### src/rtl/opmode_mux_pipe.sv
// Operand-select multiplexer for the post-adder datapath.
// It has optional select (S) and output (O) pipeline stages with valid/ready flow control.
module opmode_mux_pipe #(
    parameter int WIDTH     = 48,
    parameter int NUM_IN    = 3,
    parameter bit ZERO_SEL0 = 1'b1,
    parameter bit SEL_REG   = 1'b1,
    parameter bit OUT_REG   = 1'b1,
    localparam int SEL_W_RAW = $clog2(NUM_IN + int'(ZERO_SEL0)),
    localparam int SEL_W     = (SEL_W_RAW < 1) ? 1 : SEL_W_RAW
) (
    input  logic                    clk,
    input  logic                    rst_n,
    input  logic                    in_valid_i,
    output logic                    in_ready_o,
    input  logic [SEL_W-1:0]        sel_i,
    input  logic [NUM_IN*WIDTH-1:0] in_data_i,
    input  logic                    flush_i,
    input  logic                    err_clr_i,
    output logic                    out_valid_o,
    input  logic                    out_ready_i,
    output logic [WIDTH-1:0]        out_data_o,
    output logic                    out_err_o,
    output logic [7:0]              err_count_o
);

    localparam bit ANY_REG = SEL_REG || OUT_REG;

    // The MSB of the result is the out-of-range flag. The lower bits hold the selected slice, or zero.
    function automatic logic [WIDTH:0] decode(input logic [SEL_W-1:0] s,
                                              input logic [NUM_IN*WIDTH-1:0] d);
        logic [WIDTH:0] r;
        logic           hit;
        r   = '0;
        hit = ZERO_SEL0 && (s == '0);
        for (int i = 0; i < NUM_IN; i++) begin
            if (32'(s) == 32'(i + int'(ZERO_SEL0))) begin
                r[WIDTH-1:0] = d[i*WIDTH +: WIDTH];
                hit          = 1'b1;
            end else begin
                r = r;
            end
        end
        r[WIDTH] = ~hit;
        return r;
    endfunction

    logic                    s_valid_q, s_valid_d;
    logic [SEL_W-1:0]        sel_q, sel_d;
    logic [NUM_IN*WIDTH-1:0] s_data_q, s_data_d;
    logic                    o_valid_q, o_valid_d;
    logic [WIDTH-1:0]        o_data_q, o_data_d;
    logic                    o_err_q, o_err_d;
    logic [7:0]              err_count_q, err_count_d;

    logic           o_ready_s, s_ready_s, up_valid_s;
    logic [WIDTH:0] up_dec_s;

    // The ready chain is combinational from the output back to the input, so no bubbles are inserted.
    assign o_ready_s  = OUT_REG ? (!o_valid_q || out_ready_i) : out_ready_i;
    assign s_ready_s  = SEL_REG ? (!s_valid_q || o_ready_s) : o_ready_s;
    assign in_ready_o = ANY_REG ? (s_ready_s && !flush_i) : out_ready_i;

    assign up_valid_s = SEL_REG ? s_valid_q
                                : (ANY_REG ? (in_valid_i && !flush_i) : in_valid_i);
    assign up_dec_s   = SEL_REG ? decode(sel_q, s_data_q) : decode(sel_i, in_data_i);

    assign out_valid_o = OUT_REG ? o_valid_q : up_valid_s;
    assign out_data_o  = OUT_REG ? o_data_q  : up_dec_s[WIDTH-1:0];
    assign out_err_o   = OUT_REG ? o_err_q   : up_dec_s[WIDTH];
    assign err_count_o = err_count_q;

    // Select stage next state: capture sel and the raw inputs on an accepted beat.
    always_comb begin
        s_valid_d = s_valid_q;
        sel_d     = sel_q;
        s_data_d  = s_data_q;
        if (flush_i) begin
            s_valid_d = 1'b0;
        end else if (s_ready_s) begin
            s_valid_d = in_valid_i;
            if (in_valid_i) begin
                sel_d    = sel_i;
                s_data_d = in_data_i;
            end else begin
                sel_d = sel_q;
            end
        end else begin
            s_valid_d = s_valid_q;
        end
    end

    // Output stage next state: capture the decoded operand and its error flag.
    always_comb begin
        o_valid_d = o_valid_q;
        o_data_d  = o_data_q;
        o_err_d   = o_err_q;
        if (flush_i) begin
            o_valid_d = 1'b0;
        end else if (o_ready_s) begin
            o_valid_d = up_valid_s;
            if (up_valid_s) begin
                o_data_d = up_dec_s[WIDTH-1:0];
                o_err_d  = up_dec_s[WIDTH];
            end else begin
                o_err_d = o_err_q;
            end
        end else begin
            o_valid_d = o_valid_q;
        end
    end

    // Error counter next state: it saturates at 255, and a clear wins over an increment.
    always_comb begin
        err_count_d = err_count_q;
        if (err_clr_i) begin
            err_count_d = 8'd0;
        end else if (out_valid_o && out_ready_i && out_err_o && (err_count_q != 8'hFF)) begin
            err_count_d = err_count_q + 8'd1;
        end else begin
            err_count_d = err_count_q;
        end
    end

    // State registers. Reset clears all valid bits, the stage contents and the error count.
    always_ff @(posedge clk or negedge rst_n) begin
        if (!rst_n) begin
            s_valid_q   <= 1'b0;
            sel_q       <= '0;
            s_data_q    <= '0;
            o_valid_q   <= 1'b0;
            o_data_q    <= '0;
            o_err_q     <= 1'b0;
            err_count_q <= 8'd0;
        end else begin
            s_valid_q   <= s_valid_d;
            sel_q       <= sel_d;
            s_data_q    <= s_data_d;
            o_valid_q   <= o_valid_d;
            o_data_q    <= o_data_d;
            o_err_q     <= o_err_d;
            err_count_q <= err_count_d;
        end
    end

endmodule

### config.mk
export PLATFORM = sky130hd
export DESIGN_NAME = opmode_mux_pipe
export DESIGN_NICKNAME = d
export VERILOG_FILES = /design/src/rtl/opmode_mux_pipe.sv
export SDC_FILE = /design/constraint.sdc
export NUM_CORES = 1
export LEC_CHECK = 0
export CAP_MARGIN = 20
export CORE_ASPECT_RATIO = 1.25
export CORE_MARGIN = 4
export CORE_UTILIZATION = 35
export CTS_BUF_LIST = sky130_fd_sc_hd__clkbuf_4 sky130_fd_sc_hd__clkbuf_8
export DETAILED_ROUTE_END_ITERATION = 12
export GPL_TIMING_DRIVEN = 0
export HOLD_SLACK_MARGIN = 0.06
export PLACE_DENSITY = 0.68
export SLEW_MARGIN = 20
export SYNTH_ARGS = -nofsm -noshare
export SYNTH_HDL_FRONTEND = slang
export SYNTH_SLANG_ARGS = --single-unit
### constraint.sdc
create_clock -name clk -period 1.5 [get_ports clk]
set_input_delay 0.15 -clock clk [delete_from_list [all_inputs] [get_ports clk]]
set_output_delay 0.15 -clock clk [all_outputs]
set_load 0.03 [all_outputs]
# Word-level counts from Yosys, hierarchy flattened
# Cells that the tools add are included.
dict set report word_totals {
  reg_bits 205
  in_bits 152
  out_inout_bits 59
}
dict set report classes {
  add_sub_neg 1
  eq_ne 4
  muxes 12
  bitwise 2
  reduce_logical 15
}
# operator n
set op_table {}
lappend op_table {{$mux 48} 3}
lappend op_table {{$mux 8} 2}
lappend op_table {{$add 8x1->8 const B} 1}
lappend op_table {{$ne 8x8->1 const B} 1}
lappend op_table {{$mux 1} 7}
lappend op_table {{$reduce_and 3->1} 2}
lappend op_table {{$reduce_bool 2->1} 3}
lappend op_table {{$eq 2x2->1 const B} 2}
lappend op_table {{$logic_and 1x1->1} 4}
lappend op_table {{$logic_not 1->1} 3}
lappend op_table {{$eq 2x1->1 const B} 1}
lappend op_table {{$logic_not 2->1} 1}
lappend op_table {{$logic_or 1x1->1} 2}
lappend op_table {{$not 1->1} 2}

# Longest topological paths before layout
# Gate-level depths: netlist of run 1.
dict set report logic_depth {
  word_depth 5
  mapped_depth 6
  depth_no_buf 5
}

# Least setup slack after synthesis of run 1
# No wires, ideal clock.
dict set report synth_path {
  path_type {register to register}
  start {register o_valid_q, in the netlist out_valid_o}
  end {register s_data_q[0]}
  arrival_ps 1683
  required_time_ps 1375
  slack_ps -308
  stages_incl_launch_ff 7
  path_buffers 2
  period_less_slack_ps 1808
  path_cell_list {dfrtp_1 nor2b_4 a21oi_4 nand2_1 buf_6 buf_6 mux2_4}
}
dict set report synth_via {
  elab_chain_cells 4
}
# element line_no
set synth_rtl {}
lappend synth_rtl {{from (decl)} 51} ;# logic o_valid_q, o_valid_d;
lappend synth_rtl {{from (signal assigned)} 139} ;# o_valid_q <= o_valid_d;
lappend synth_rtl {{$logic_not 1->1} 60} ;# assign o_ready_s = OUT_REG ? (!o_valid_q || out_ready_i) : out_ready_i;
lappend synth_rtl {{$logic_or 1x1->1} 60}
lappend synth_rtl {{$logic_or 1x1->1} 61} ;# assign s_ready_s = SEL_REG ? (!s_valid_q || o_ready_s) : o_ready_s;
lappend synth_rtl {{$reduce_and 3->1 (no line)} --}
lappend synth_rtl {{to (signal assigned)} 138} ;# s_data_q <= s_data_d;
lappend synth_rtl {{to (decl)} 50} ;# logic [NUM_IN*WIDTH-1:0] s_data_q, s_data_d;
# No other way between the ends.
# A chain may end at the register's enable or synchronous reset.

# Worst setup path after layout of run 1
dict set report layout_path {
  start {register o_valid_q, in the netlist out_valid_o}
  end {register s_data_q[119]}
}
# The elaborated chain is that of the path after synthesis.

==> results of run 1 <==
state kept, by name, indices dropped and copies added (netlist names):
register     flops
err_count_o      8
out_data_o      48
out_err_o        1
out_valid_o      1
s_data_q       144
s_valid_q        1
sel_q            2
power by group through the flow:
stage	clock, mW	combinational [mW]	sequential, mW
floorplan	0	2.09	7.66
global placement	0	4.42	7.12
detailed placement	0	4.50	7.13
CTS	5.34	4.41	7.04
global route	5.62	4.75	7.17
finish	5.15	4.45	7.05
path summary, 6_finish.rpt:
path | startpoint | to | slack [ns] | cells after the start
worst min-delay path | rst_n | s_data_q[48]$_DFFE_PN0P_ | 0.11 | 2
worst max register to register | out_valid_o$_DFFE_PN0P_ | s_data_q[119]$_DFFE_PN0P_ | -0.14 | 7
max in group asynchronous | rst_n | s_data_q[70]$_DFFE_PN0P_ | 0.63 | 3
worst min register to register | s_data_q[137]$_DFFE_PN0P_ | s_data_q[137]$_DFFE_PN0P_ | 0.50 | 1
min in group clk | sel_i[1] | sel_q[1]$_DFFE_PN0P_ | 0.24 | 2
worst max-delay path | out_valid_o$_DFFE_PN0P_ | s_data_q[119]$_DFFE_PN0P_ | -0.14 | 7
per-layer routing:
layer	global-route usage, %	part of all wire, %	vias to the layer above
li1	-	-	2822
met1	21.4	42	3066
met3	4.25	5.6	33
met5	0	0.052	-
met4	4.59	1.6	2
met2	28.1	50	188
cells in the mapped netlist:
cell type                   number
sky130_fd_sc_hd__a211oi_1        1
sky130_fd_sc_hd__a21oi_1        50
sky130_fd_sc_hd__a21oi_4         1
sky130_fd_sc_hd__a22oi_1        48
sky130_fd_sc_hd__and2_1          1
sky130_fd_sc_hd__and3_1          2
sky130_fd_sc_hd__buf_1           2
sky130_fd_sc_hd__buf_2          14
sky130_fd_sc_hd__buf_4           1
sky130_fd_sc_hd__buf_6          16
sky130_fd_sc_hd__clkbuf_1        9
sky130_fd_sc_hd__dfrtp_1       205
sky130_fd_sc_hd__ha_1            1
sky130_fd_sc_hd__mux2_2         55
sky130_fd_sc_hd__mux2_4        140
sky130_fd_sc_hd__mux2i_1         1
sky130_fd_sc_hd__nand2_1         3
sky130_fd_sc_hd__nand3_1         2
sky130_fd_sc_hd__nand4_1         1
sky130_fd_sc_hd__nor2_1         60
sky130_fd_sc_hd__nor2b_1         3
sky130_fd_sc_hd__nor2b_4         1
sky130_fd_sc_hd__nor3_1          1
sky130_fd_sc_hd__nor3b_2         1
sky130_fd_sc_hd__o2111ai_1       1
sky130_fd_sc_hd__o211ai_1        2
sky130_fd_sc_hd__o21ai_1         1
sky130_fd_sc_hd__o31ai_1         1
sky130_fd_sc_hd__or4_1           1
sky130_fd_sc_hd__xor2_1          4
worst max-delay path, cell delays in order (launching register included):
cell,delay [ns]
sky130_fd_sc_hd__dfrtp_2,0.39
sky130_fd_sc_hd__nor2b_4,0.14
sky130_fd_sc_hd__a21oi_4,0.14
sky130_fd_sc_hd__buf_6,0.14
sky130_fd_sc_hd__nand2_8,0.07
sky130_fd_sc_hd__buf_12,0.17
sky130_fd_sc_hd__clkbuf_16,0.17
sky130_fd_sc_hd__mux2_4,0.30
cell families after synthesis:
logic type	Yosys count
adder cells (fa/ha/maj)	1
buffers and inverters	42
multiplexers	196
flip-flops	205
XOR/XNOR	4
AO/OA/AOI/OAI	105
AND/OR/NAND/NOR	76
layout make-up:
type,count,area (µm²)
fillers,2227,12800
flip-flops and latches,205,5140
multi-input cells,382,3860
repair buffers,238,2460
clock buffers,56,689
plain buffers,42,569
well taps,340,425
clock inverters,5,30.0
diodes,1,2.50
repair_timing:
item / CTS / global route
endpoints found under the hold margin: 211 / 0
pin swaps: 5 / 5
setup buffers: 11 / 7
gates resized for setup: 139 / 55
hold buffers: 2 / 0
gates cloned: 0 / 7
endpoints found under the setup margin: 249 / 222
==> impl_metrics.json, run 1 <==
{
  "run_status": "complete, but fails checks",
  "failed_checks": "negative setup slack",
  "timing_hold_violations_final": 0,
  "avgViaCountPerCell": 4.82,
  "dp_worst_setup_slack_ns": -0.785,
  "cts_num_sinks": 205,
  "power_frac_seq_pct": 42.3,
  "final_standard_cell_utilization_of_the_core_pct": 50.6,
  "power_switching_share_pct": 29.3,
  "layout_common_cells": "sky130_fd_sc_hd__dfrtp_1, sky130_fd_sc_hd__clkdlybuf4s50_1, sky130_fd_sc_hd__mux2_4, sky130_fd_sc_hd__nor2_1, sky130_fd_sc_hd__mux2_2",
  "finalPower_mw": 16.7,
  "power.share.clock_pct": 30.9,
  "setup_viol": 186,
  "synth.ff_latch_count": 205,
  "grt_setup_unrepaired": "true",
  "max-vdd-ir-drop_uv": 686,
  "grt.total_usage_pct": 16.7,
  "number_of_top_level_pins": 211,
  "timing.max_slew.rel_slack_pct": 57.3,
  "synth.area.mux_share_pct": 29.7,
  "final-instance-count-excl-fill": 1269,
  "layout_commonest_cell": "sky130_fd_sc_hd__dfrtp_1",
  "worstPathArrival_ns": 2.02,
  "switching_power_mw": 4.89,
  "hp-class": "primary input to async pin",
  "synth_adder_area_share_pct": 0.136,
  "crit_end_category": "flop",
  "die_area_mm2": 0.0290,
  "postRouteWirelength_mm": 25.1,
  "period_minus_slack_ns": 1.64,
  "cellLeakagePower_nw": 6.01,
  "grt_pass1_vias": 6757,
  "cts-root-to-sink-buffers": 3,
  "netlist_instances": 629,
  "placed_cell_count": 1180,
  "wl_per_cell_um": 19.8,
  "critPathLaunchType": "flop",
  "start_util_pct": 35.4,
  "core_box_area_mm2": 0.0260,
  "die_y_um": 189,
  "placementRows": 66,
  "final_area_mm2": 0.0132,
  "yosys.area.top_type": "sky130_fd_sc_hd__dfrtp_1",
  "cts_root_buffer": "sky130_fd_sc_hd__clkbuf_8",
  "yosysWarnings": 0,
  "worstMarginPinSlew_ns": 0.640,
  "synth_top_family_by_area": "multiplexers",
  "syn-mean-instance-area_um2": 14.6,
  "synthToLayoutAreaGrowth_pct": 43.1,
  "crit_path_class": "flop to flop",
  "cts.clk_slew.worst_paths_ns": 0.06,
  "final-max-slew-violation-count": 0,
  "cts_max_level": 2,
  "pin_count_of_the_biggest_net_entering_global_routing": 86,
  "drv_cap": 0,
  "synth.top_cells.by_area": "sky130_fd_sc_hd__dfrtp_1, sky130_fd_sc_hd__mux2_4, sky130_fd_sc_hd__mux2_2",
  "share_of_the_cycle_needed_by_the_critical_path_after_routing_pct": 109,
  "synth-xor-area-share_pct": 0.380,
  "dpl_cell_area_mm2": 0.0118,
  "max_freq_ghz": 0.610,
  "holdWs_ns": 0.109,
  "drt_drc_violations_left": 0,
  "setup_tns_ns": -18.62,
  "netlist_area_mm2": 0.00921,
  "clock_insertion_delay_worst_skew_ns": 0.51,
  "drtIter0Drc": 336,
  "p_comb_share_pct": 26.7,
  "routed-via-count": 6111,
  "layout-drive-gt1-share_pct": 37.7,
  "yosys.cell_types.count": 30,
  "ant_nets": 0,
  "chip_width_um": 153,
  "crit_required_ns": 1.88,
  "grt_pass1_wl_mm": 38.4,
  "place.gp.congestion": 0.777,
  "antenna_violations_before_repair": 2,
  "cts_tree": "done",
  "final_nets": 1058,
  "drt_pass_1_iters": 4,
  "netlist.area_leader.share_pct": 55.7,
  "internal_power_mw": 11.8,
  "numPortBuffers": 209,
  "simple_gate_fraction_of_synth_area_pct": 3.57,
  "hpwlAfterDp_mm": 16.8,
  "worst_clock_skew_ns": 0.0224,
  "yosysSeqAreaShare_pct": 55.7,
  "critical_path.max_fanout": 7,
  "numCtsBuffers": 36,
  "synth_compound_gate_area_share_pct": 7.28,
  "synthesis.nets": 782,
  "final_critical_path_setup_slack_ns": -0.140,
  "overflow": 0,
  "total_power_per_unit_cell_area_mw_per_mm2": 1260
}
(Power assumes the default switching activity.)
==> inputs of run 2 (changes only) <==
SETUP_SLACK_MARGIN = 0.05   (was unset)
==> impl_metrics.json, run 2 (synthesis results as in run 1) <==
{
  "run_status": "complete, but fails checks",
  "failed_checks": "negative setup slack",
  "cts_tree": "done",
  "final_critical_path_setup_slack_ns": -0.123,
  "place.gp.congestion": 0.746,
  "routed-via-count": 6110,
  "critPathLaunchType": "flop",
  "die_area_mm2": 0.0290,
  "biggest_register": "s_data_q",
  "dp_worst_setup_slack_ns": -0.768,
  "worst_r2r_path_depth": 7,
  "setup_tns_ns": -17.02,
  "layout_common_cells": "sky130_fd_sc_hd__dfrtp_1, sky130_fd_sc_hd__clkdlybuf4s50_1, sky130_fd_sc_hd__mux2_4, sky130_fd_sc_hd__nor2_1, sky130_fd_sc_hd__mux2_2",
  "drt_pass_1_iters": 4,
  "met3_wirelength_mm": 1.52,
  "placed_cell_count": 1180,
  "wl_per_cell_um": 19.8,
  "cts.clk_slew.worst_paths_ns": 0.06,
  "worstPathArrival_ns": 2.00,
  "avgViaCountPerCell": 4.82,
  "hold-path-cell-count": 2,
  "cp-startpoint": "out_valid_o$_DFFE_PN0P_",
  "timing.max_slew.rel_slack_pct": 58.4,
  "max_reg_flops": 144,
  "cellLeakagePower_nw": 6.00,
  "grt_pass1_vias": 6554,
  "grt_pass1_wl_mm": 37.7,
  "timing.rr.end": "s_data_q[118]$_DFFE_PN0P_",
  "cts-root-to-sink-buffers": 3,
  "numPortBuffers": 209,
  "routed.top_layer": "met5",
  "final-max-slew-violation-count": 0,
  "count_of_fill_cells_added_during_filler_insertion": 2262,
  "numCtsBuffers": 36,
  "antenna_violations_before_repair": 3,
  "share_of_the_cycle_needed_by_the_critical_path_after_routing_pct": 108,
  "grt.total_usage_pct": 16.4,
  "core_box_area_mm2": 0.0260,
  "die_y_um": 189,
  "crit_required_ns": 1.88,
  "setup_viol": 183,
  "storage_cell_area_mm2": 0.00514,
  "period_minus_slack_ns": 1.62,
  "met1Wirelength_mm": 10.9,
  "cts_root_buffer": "sky130_fd_sc_hd__clkbuf_8",
  "setup_crit_end": "s_data_q[118]$_DFFE_PN0P_",
  "final_nets": 1058,
  "start_util_pct": 35.4,
  "worstReg2RegStart": "out_valid_o$_DFFE_PN0P_",
  "drtIter0Drc": 209,
  "grt_setup_unrepaired": "true",
  "synthToLayoutAreaGrowth_pct": 42.8,
  "ant_nets": 0,
  "overflow": 0,
  "placementRows": 66,
  "layout_commonest_cell": "sky130_fd_sc_hd__dfrtp_1",
  "total_power_per_unit_cell_area_mw_per_mm2": 1270,
  "max_freq_ghz": 0.616,
  "drt_drc_violations_left": 0,
  "chip_width_um": 153,
  "hp-class": "primary input to flop",
  "cts_num_sinks": 205,
  "postRouteWirelength_mm": 25.1,
  "hpwlAfterDp_mm": 16.7,
  "pin_count_of_the_biggest_net_entering_global_routing": 98,
  "number_of_top_level_pins": 211,
  "final-instance-count-excl-fill": 1268,
  "route.met2.wl_mm": 12.1,
  "crit_path_class": "flop to flop",
  "finalPower_mw": 16.7,
  "max-vdd-ir-drop_uv": 639,
  "r2r_slack_ns": -0.12,
  "critical_path.max_fanout": 10,
  "holdWs_ns": 0.251,
  "layout-drive-gt1-share_pct": 41.1,
  "cts_max_level": 2,
  "crit_end_category": "flop",
  "multiInputGateArea_mm2": 0.00386,
  "timing_hold_violations_final": 0,
  "worst_clock_skew_ns": 0.0188,
  "worstMarginPinSlew_ns": 0.622,
  "clock_insertion_delay_worst_skew_ns": 0.51,
  "drv_cap": 0
}
-- run 2: cell types whose count changed in the layout (fill, tap and decap cells not counted), moves of 3 or more --
cell and change:
sky130_fd_sc_hd__buf_2 +7, sky130_fd_sc_hd__clkdlybuf4s15_1 -5, sky130_fd_sc_hd__clkbuf_2 +8, sky130_fd_sc_hd__clkdlybuf4s15_2 +18, sky130_fd_sc_hd__dlygate4sd2_1 -29, sky130_fd_sc_hd__buf_8 +5
sky130_fd_sc_hd__buf_4 -7, sky130_fd_sc_hd__buf_12 -3, sky130_fd_sc_hd__buf_6 +5
-- run 2: per-stage QoR --
step,utilization (%),cell area (µm²)
floorplan,-,9260
global placement,45.3,11800
detailed placement,45.5,11800
CTS,49.6,12900
global route,50.5,13100
finish,50.5,13100
-- run 2: layer usage --
metal | GRT usage [%] | up-vias
li1 | - | 2808
met1 | 21.4 | 3073
met2 | 26.6 | 188
met3 | 4.80 | 39
met4 | 4.90 | 2
met5 | 0 | -
-- run 2: what timing repair did --
item	in CTS	in global routing
hold buffers	3	2
gates resized for setup	203	76
buffers inserted	10	7
endpoints found under the hold margin	212	7
setup endpoints to repair	255	246
pin swaps	3	6
cloned	0	6
-- run 2: power by group --
group	internal (mW)	total, mW	switching [mW]
Combinational	2.42	4.51	2.09
Sequential	6.48	7.05	0.569
Clock	2.87	5.10	2.22
-- run 2: area by class of cell --
| class | instances | area share (%) |
|---|---|---|
| Multi-Input combinational cell | 382 | 29.4 |
| Buffer | 42 | 4.50 |
| Sequential cell | 205 | 39.1 |
| Timing Repair Buffer | 238 | 18.4 |
| Clock buffer | 55 | 5.19 |
| Antenna cell | 2 | 0.0381 |
| Tap cell | 340 | 3.24 |
| Clock inverter | 4 | 0.152 |
-- run 2: how the worst min path moves through the flow --
stage,start,end,slack (ns)
floorplan,rst_n,err_count_o[0]$_DFFE_PN0P_,-0.15
global placement,s_data_q[107]$_DFFE_PN0P_,s_data_q[107]$_DFFE_PN0P_,0.48
detailed placement,rst_n,s_data_q[50]$_DFFE_PN0P_,0.0004
CTS,in_data_i[143],s_data_q[143]$_DFFE_PN0P_,0.20
global route,in_data_i[143],s_data_q[143]$_DFFE_PN0P_,0.21
finish,in_data_i[141],s_data_q[141]$_DFFE_PN0P_,0.25
-- run 2: worst max-delay path, stage by stage, from the launching register on --
cell                        delay, ns
sky130_fd_sc_hd__dfrtp_2         0.39
sky130_fd_sc_hd__nor2b_4         0.14
sky130_fd_sc_hd__a21oi_4         0.13
sky130_fd_sc_hd__buf_6           0.13
sky130_fd_sc_hd__nand2_8         0.06
sky130_fd_sc_hd__clkbuf_16       0.18
sky130_fd_sc_hd__buf_12          0.15
sky130_fd_sc_hd__mux2_4          0.29
